<file path="config.mk">
export PLATFORM = sky130hd
export DESIGN_NAME = fetch_stage_flat
export DESIGN_NICKNAME = d
export VERILOG_FILES = /design/src/rtl/fetch_stage_if.sv /design/src/rtl/fetch_stage.sv /design/src/flat_wrapper.sv
export SDC_FILE = /design/constraint.sdc
export NUM_CORES = 1
export LEC_CHECK = 0
export CAP_MARGIN = 20
export CORE_MARGIN = 2
export CORE_UTILIZATION = 30
export CTS_CLUSTER_SIZE = 10
export DETAILED_ROUTE_END_ITERATION = 10
export GPL_TIMING_DRIVEN = 0
export PLACE_DENSITY = 0.63
export SETUP_SLACK_MARGIN = 0.05
export SLEW_MARGIN = 25
export SYNTH_ARGS = -nofsm -noshare
export SYNTH_HDL_FRONTEND = slang
export SYNTH_SLANG_ARGS = --single-unit
</file>
<file path="constraint.sdc">
create_clock -name clk -period 22.1 [get_ports clk]
set_input_delay 6.63 -clock clk [delete_from_list [all_inputs] [get_ports clk]]
set_output_delay 6.63 -clock clk [all_outputs]
set_load 0.01 [all_outputs]
</file>
<file path="src/rtl/fetch_stage_if.sv">
// Instruction-memory request/response bus between the fetch stage and imem.
// One request in flight at a time; rvalid follows gnt by at least one cycle.
interface fetch_stage_if #(
  parameter int unsigned WIDTH = 32
);
  logic             req;
  logic [WIDTH-1:0] addr;
  logic             gnt;
  logic             rvalid;
  logic [WIDTH-1:0] rdata;

  modport master (output req, addr, input gnt, rvalid, rdata);
  modport slave  (input req, addr, output gnt, rvalid, rdata);
endinterface

</file>
<file path="src/rtl/fetch_stage.sv">
// Instruction-fetch stage: one outstanding imem request per PC, one-entry skid
// buffer for decode stalls, and wrong-path response dropping on redirect.
module fetch_stage #(
  parameter int unsigned      WIDTH = 32,
  parameter logic [WIDTH-1:0] NOP   = WIDTH'(32'h0000_0013)
) (
  input  logic             clk,
  input  logic             rst,
  input  logic [WIDTH-1:0] pc_i,
  input  logic [WIDTH-1:0] pc_plus4_i,
  output logic             pc_write_o,
  input  logic             flush_i,
  fetch_stage_if.master    imem,
  input  logic             stall_d_i,
  output logic             valid_d_o,
  output logic [WIDTH-1:0] instr_d_o,
  output logic [WIDTH-1:0] pc_d_o,
  output logic [WIDTH-1:0] pc_plus4_d_o
);

  typedef enum logic [1:0] {
    S_REQ   = 2'd0,
    S_WAIT  = 2'd1,
    S_DRAIN = 2'd2
  } state_t;

  state_t           state, state_next;
  logic             req_c;
  logic             grant_c;
  logic             free_c;
  logic             rsp_take_c;

  logic [WIDTH-1:0] req_pc, req_pc4;
  logic             skid_full;
  logic [WIDTH-1:0] skid_instr, skid_pc, skid_pc4;

  assign imem.req    = req_c;
  assign imem.addr   = pc_i;
  assign grant_c     = req_c & imem.gnt;
  assign pc_write_o  = ~rst & (flush_i | grant_c);
  assign free_c      = ~valid_d_o | ~stall_d_i;
  assign rsp_take_c  = (state == S_WAIT) & imem.rvalid & ~flush_i;

  always_ff @(posedge clk or posedge rst) begin
    if (rst) state <= S_REQ;
    else     state <= state_next;
  end

  // Next state and request strobe; flush overrides every other transition.
  always_comb begin
    state_next = state;
    req_c      = 1'b0;
    if (state == S_REQ) req_c = ~skid_full & ~flush_i & ~rst;
    case (state)
      S_REQ: begin
        if (flush_i) begin
          if (imem.gnt) state_next = S_DRAIN;
        end else if (grant_c) begin
          state_next = S_WAIT;
        end
      end
      S_WAIT: begin
        if (flush_i)          state_next = imem.rvalid ? S_REQ : S_DRAIN;
        else if (imem.rvalid) state_next = S_REQ;
      end
      S_DRAIN: begin
        if (imem.rvalid) state_next = S_REQ;
      end
      default: state_next = S_REQ;
    endcase
  end

  // PC pair of the request in flight, tagged onto its response.
  always_ff @(posedge clk or posedge rst) begin
    if (rst) begin
      req_pc  <= '0;
      req_pc4 <= '0;
    end else if (grant_c) begin
      req_pc  <= pc_i;
      req_pc4 <= pc_plus4_i;
    end
  end

  // IF/ID register and skid buffer: skid drains first, then a fresh response.
  always_ff @(posedge clk or posedge rst) begin
    if (rst) begin
      valid_d_o    <= 1'b0;
      instr_d_o    <= NOP;
      pc_d_o       <= '0;
      pc_plus4_d_o <= '0;
      skid_full    <= 1'b0;
      skid_instr   <= NOP;
      skid_pc      <= '0;
      skid_pc4     <= '0;
    end else if (flush_i) begin
      valid_d_o <= 1'b0;
      instr_d_o <= NOP;
      skid_full <= 1'b0;
    end else if (skid_full && free_c) begin
      valid_d_o    <= 1'b1;
      instr_d_o    <= skid_instr;
      pc_d_o       <= skid_pc;
      pc_plus4_d_o <= skid_pc4;
      skid_full    <= 1'b0;
    end else if (rsp_take_c) begin
      if (free_c) begin
        valid_d_o    <= 1'b1;
        instr_d_o    <= imem.rdata;
        pc_d_o       <= req_pc;
        pc_plus4_d_o <= req_pc4;
      end else begin
        skid_full  <= 1'b1;
        skid_instr <= imem.rdata;
        skid_pc    <= req_pc;
        skid_pc4   <= req_pc4;
      end
    end else if (valid_d_o && !stall_d_i) begin
      valid_d_o <= 1'b0;
    end
  end

endmodule

</file>
<file path="src/flat_wrapper.sv">
// flat-port wrapper written by rule: the top's interface ports become plain ports
module fetch_stage_flat 
#(
  parameter int unsigned      WIDTH = 32,
  parameter logic [WIDTH-1:0] NOP   = WIDTH'(32'h0000_0013)
)
  (clk, rst, pc_i, pc_plus4_i, pc_write_o, flush_i, stall_d_i, valid_d_o, instr_d_o, pc_d_o, pc_plus4_d_o, imem_req, imem_addr, imem_gnt, imem_rvalid, imem_rdata);
  fetch_stage_if #(.WIDTH(WIDTH)) imem_i ();
  input  logic clk;
  input  logic rst;
  input  logic [WIDTH-1:0] pc_i;
  input  logic [WIDTH-1:0] pc_plus4_i;
  output logic pc_write_o;
  input  logic flush_i;
  input  logic stall_d_i;
  output logic valid_d_o;
  output logic [WIDTH-1:0] instr_d_o;
  output logic [WIDTH-1:0] pc_d_o;
  output logic [WIDTH-1:0] pc_plus4_d_o;
  output wire logic [$bits(imem_i.req)-1:0] imem_req;
  output wire logic [$bits(imem_i.addr)-1:0] imem_addr;
  input wire logic [$bits(imem_i.gnt)-1:0] imem_gnt;
  input wire logic [$bits(imem_i.rvalid)-1:0] imem_rvalid;
  input wire logic [$bits(imem_i.rdata)-1:0] imem_rdata;
  assign imem_req = imem_i.req;
  assign imem_addr = imem_i.addr;
  assign imem_i.gnt = imem_gnt;
  assign imem_i.rvalid = imem_rvalid;
  assign imem_i.rdata = imem_rdata;
  fetch_stage #(.WIDTH(WIDTH), .NOP(NOP)) u_core (.clk(clk), .rst(rst), .pc_i(pc_i), .pc_plus4_i(pc_plus4_i), .pc_write_o(pc_write_o), .flush_i(flush_i), .imem(imem_i), .stall_d_i(stall_d_i), .valid_d_o(valid_d_o), .instr_d_o(instr_d_o), .pc_d_o(pc_d_o), .pc_plus4_d_o(pc_plus4_d_o));
endmodule
</file>
# ---- Word-level counts from Yosys, hierarchy flattened
# Index checks and enable logic that the tools add are counted.
dict set report word_totals {
  reg_bits 260
  in_bits 102
  output_inout_bits 131
  wordCells 74
}
dict set report op_classes {
  eq_ne 6
  n_mux 27
  bitwise_logic 15
  n_reduce_logical 15
}
# cell count
set op_table {}
lappend op_table {{32-bit two-way mux} 10}
lappend op_table {{2-bit two-way mux} 6}
lappend op_table {{1-bit two-way mux} 10}
lappend op_table {{2-bit AND reduction} 4}
lappend op_table {{1-bit NOT} 7}
lappend op_table {{1-bit AND} 6}
lappend op_table {{3-bit != test (second input constant)} 2}
lappend op_table {{2-bit one-hot mux with 3 select lines} 1}
lappend op_table {{3-bit nonzero test} 2}
lappend op_table {{4-bit by 3-bit != test with 1-bit output (second input constant)} 1}
lappend op_table {{4-bit AND reduction} 1}
lappend op_table {{2-bit nonzero test} 2}
lappend op_table {{4-bit nonzero test} 1}
lappend op_table {{3-bit by 2-bit != test with 1-bit output (second input constant)} 1}
lappend op_table {{3-bit AND reduction} 1}
lappend op_table {{2-bit by 1-bit == test with 1-bit output (second input constant)} 1}
lappend op_table {{2-bit == test (second input constant)} 1}
lappend op_table {{1-bit logical AND} 2}
lappend op_table {{2-bit zero test} 1}
lappend op_table {{1-bit OR} 2}
lappend op_table {{1-bit zero test} 1}

# ---- Logic depth before layout (Yosys ltp)
dict set report logic_depth {
  depth_word 8
  mapped_depth 6
  mapped_depth_nobuf 3
}

# ---- Worst setup path before layout
# No wires, ideal clock.
dict set report synth_path {
  path_type {input to output}
  startpoint {in rst}
  endpoint {out pc_write_o}
  t_arrival_ns 13.471
  required_ns 15.470
  setup_slack_ns 1.999
  stages 5
  path_buffers 2
  path_cell_list {inv_1 nand4_1 buf_2 buf_2 a21oi_1}
}
dict set report synth_between {
  elab_chain_len 6
}
# element line_no
set synth_lines {}
lappend synth_lines {{start, declared} flat_wrapper.sv:10} ;# input logic rst;
lappend synth_lines {{1-bit NOT (*)} {fetch_stage.sv:40, fetch_stage.sv:53}}
lappend synth_lines {{1-bit AND} fetch_stage.sv:53} ;# if (state == S_REQ) req_c = ~skid_full & ~flush_i & ~rst;
lappend synth_lines {{1-bit two-way mux} fetch_stage.sv:53}
lappend synth_lines {{1-bit AND} fetch_stage.sv:39} ;# assign grant_c = req_c & imem.gnt;
lappend synth_lines {{1-bit OR} fetch_stage.sv:40} ;# assign pc_write_o = ~rst & (flush_i | grant_c);
lappend synth_lines {{1-bit AND (*)} fetch_stage.sv:40}
lappend synth_lines {{end, declared} flat_wrapper.sv:13} ;# output logic pc_write_o;
# Mark *: on every way between the ends. The rest lies on a longest branch, timed or not.

# ---- Worst setup path in the final report
# Same ends and word-level chain as after synthesis.

==> flow_metrics.py <==
metrics = {
    "sta": {
        "fin_crit_ns": 15.97,
        "setup_ws_ns": 6.13,
        "timing.final.max_slew_violations": 0,
        "period_share_pct": 72.3,
        "finalSetupViolCount": 0,
        "hold_viol_final": 0,
        "fmax_mhz": 62.6,
        "worst_pin_slew_ns": 0.952,
        "skew_ns": 0.0118,
        "maxSlewHeadroom_pct": 36.3,
        "setup_tns_ns": 0,
        "rsz0062_at_grt": "false",
    },
    "die": {
        "rows": 70,
        "die-area_mm2": 0.0390,
        "boundaryPins": 233,
        "fp.dieW_um": 197,
        "core-area_mm2": 0.0367,
        "initial_core_util_pct": 30.6,
        "die_y_um": 197,
    },
    "cells_and_area": {
        "nets": 1128,
        "drive_above_1_share_pct": 37.4,
        "area_delta_synth_final_pct": 34.3,
        "fillCellCount": 3441,
        "final_cell_mix": "279 x mux2_2, 254 x dfrtp_1, 231 x clkdlybuf4s50_1",
        "fin_area_mm2": 0.0151,
        "fin_cells": 1510,
        "diodes": 0,
        "final_common_cell": "mux2_2",
    },
    "worst_setup_path": {
        "cp.arrival_ns": 9.34,
        "crit_type": "in2out",
        "slowest_stage": "clkdlybuf4s50_1",
        "slowest_delay_ns": 0.59,
        "cp_max_fo": 73,
        "ff2ff_setup_slack_ns": 19.58,
        "critPathRequiredTime_ns": 15.47,
        "start_kind": "input port",
        "cp-end-kind": "output pin",
        "crit_chain": "clkdlybuf4s50_1, inv_8, buf_16, nand4_1, buf_2, buf_2, a21oi_1, clkdlybuf4s50_1",
    },
    "yosys": {
        "synth_nets": 861,
        "postSynthCellCount": 759,
        "yosys_warnings": 0,
        "ys_seq_area_share_pct": 58.0,
        "netlist_area_mm2": 0.0112,
        "yosys_register_bits": 260,
        "synth_area_per_cell_um2": 14.8,
        "synth.distinct_cells": 26,
    },
    "outcome": {
        "status": "finished clean",
    },
    "routing": {
        "vias": 7099,
        "drc_errors": 0,
        "firstDrtPassIters": 5,
        "wire_per_inst_um": 18.2,
        "via_per_inst": 4.70,
        "drt_wl_total_um": 27400,
        "drt_iter0_markers": 194,
        "drtAntennaViolNets": 0,
    },
    "clocking": {
        "cts_buffers": 31,
        "numClockSinks": 260,
        "ctsResizeCount": 0,
        "worstSkewPairLatency_ns": 0.56,
        "root_buffer": "clkbuf_16",
        "htree_levels": 1,
        "cts_setup_buffers": 0,
        "ctsHoldBuffers": 0,
        "cts_buffer_depth": 3,
        "cts_tree": "built",
        "clkSlewWorstSetupHoldPaths_ns": 0.06,
    },
    "placement": {
        "dp_hpwl_um": 18800,
        "gp_congestion": 0.751,
        "place_inst": 1461,
        "post_dp_cell_area_mm2": 0.0142,
        "post-place-ws_ns": 6.05,
        "io_buffers": 231,
    },
    "pwr": {
        "power_switching_uw": 291,
        "seqPwrFrac_pct": 46.7,
        "power_density_mw_per_mm2": 79.8,
        "peakVddDrop_uv": 54.5,
        "p_int_uw": 913,
        "clkPwrFrac_pct": 37.5,
        "netSwitchingFraction_pct": 24.2,
        "p_comb_share_pct": 15.9,
        "p_leak_nw": 6.72,
        "power_mw": 1.20,
    },
    "grt": {
        "antenna_found_initial": 0,
        "grt_pass1_wl_um": 42900,
        "grt_start_max_net_pins": 88,
        "gr-total-overflow": 0,
        "grt_usage_pct": 14.1,
        "grt_pass1_vias": 7580,
    },
    "hold_path": {
        "min_path_type": "reg2reg",
    },
    "run": {
        "maxCapViolations": 0,
    },
}
[flip-flops by register name (all words and copies together) (netlist names), 32 cells and up]
signal	cells
u_core.instr_d_o	32
u_core.pc_d_o	32
u_core.pc_plus4_d_o	32
u_core.req_pc	32
u_core.req_pc4	32
u_core.skid_instr	32
u_core.skid_pc	32
u_core.skid_pc4	32
[worst paths after layout]
kind / from / end / cells after the start
max reg2reg: u_core.valid_d_o / u_core.skid_pc[5] / 6
min in group asynchronous: rst / u_core.instr_d_o[27] / 2
min reg2reg: u_core.pc_d_o[29] / u_core.pc_d_o[29] / 1
max: rst / pc_write_o / 8
min: u_core.pc_d_o[29] / u_core.pc_d_o[29] / 1
max in group asynchronous: rst / u_core.skid_pc4[29] / 4
[layout make-up]
cell class | instances | area [um^2] | share of cell area [%]
Multi-Input combinational cell | 412 | 4190 | 27.8
Sequential cell | 260 | 6510 | 43.2
Timing Repair Buffer | 234 | 2390 | 15.9
Clock buffer | 45 | 848 | 5.62
Clock inverter | 4 | 20.0 | 0.133
Tap cell | 468 | 586 | 3.88
Inverter | 3 | 18.8 | 0.124
Buffer | 84 | 510 | 3.38
[power by group through the flow]
stage / Clock [mW] / Combinational [mW] / Sequential, mW
CTS: 0.470 / 0.195 / 0.563
global route: 0.487 / 0.208 / 0.570
finish: 0.451 / 0.191 / 0.562
detailed placement: 0 / 0.194 / 0.570
global placement: 0 / 0.189 / 0.568
floorplan: 0 / 0.0950 / 0.571
[metrics by stage]
| step | util, % | hold WS, ns |
|---|---|---|
| after floorplan | - | 0.474 |
| after global placement | 38.5 | 0.469 |
| after detailed placement | 38.7 | 0.474 |
| after CTS | 41.1 | 0.487 |
| after global routing | 41.1 | 0.510 |
| final | 41.1 | 0.484 |
[Yosys cell counts]
library cell	n	area (um^2)
a21boi_0	4	30.0
inv_1	3	11.3
and3_1	1	6.26
mux2_1	10	113
nor3_1	1	5.00
buf_2	24	120
mux2_2	279	3140
nand2_1	1	3.75
a211oi_4	1	20.0
o221ai_1	3	26.3
a31oi_1	29	181
nand2b_1	3	18.8
buf_4	32	240
a21o_1	1	7.51
nor2_1	6	22.5
dfstp_2	6	158
buf_6	6	67.6
buf_1	2	7.51
nand4_1	2	12.5
and2_1	2	12.5
clkbuf_1	20	75.1
dfrtp_1	254	6360
nand3b_4	1	20.0
mux2i_1	32	320
a21oi_1	7	35.0
a211oi_1	29	218
[worst max-delay path, delay by kind of cell]
family | cells | cell delay [ns]
AO/OA/AOI/OAI | 1 | 0.17
AND/OR/NAND/NOR | 1 | 0.19
buffers and inverters | 6 | 2.31
[per-layer routing]
metal	global-route usage (%)	share of wire [%]	vias up	wire [um]
met2	23.2	46	215	12700
li1	-	-	3258	-
met3	3.47	6.7	37	1840
met5	0	0	-	0
met4	3.70	2.0	0	547
met1	18.5	45	3589	12300
[kinds of logic after synthesis]
kind of cell | count (synthesis) | synth area share, %
multiplexers | 321 | 31.8
flip-flops | 260 | 58.0
buffers and inverters | 87 | 4.65
AO/OA/AOI/OAI | 74 | 4.61
AND/OR/NAND/NOR | 17 | 0.902
(Power assumes the default switching activity.)
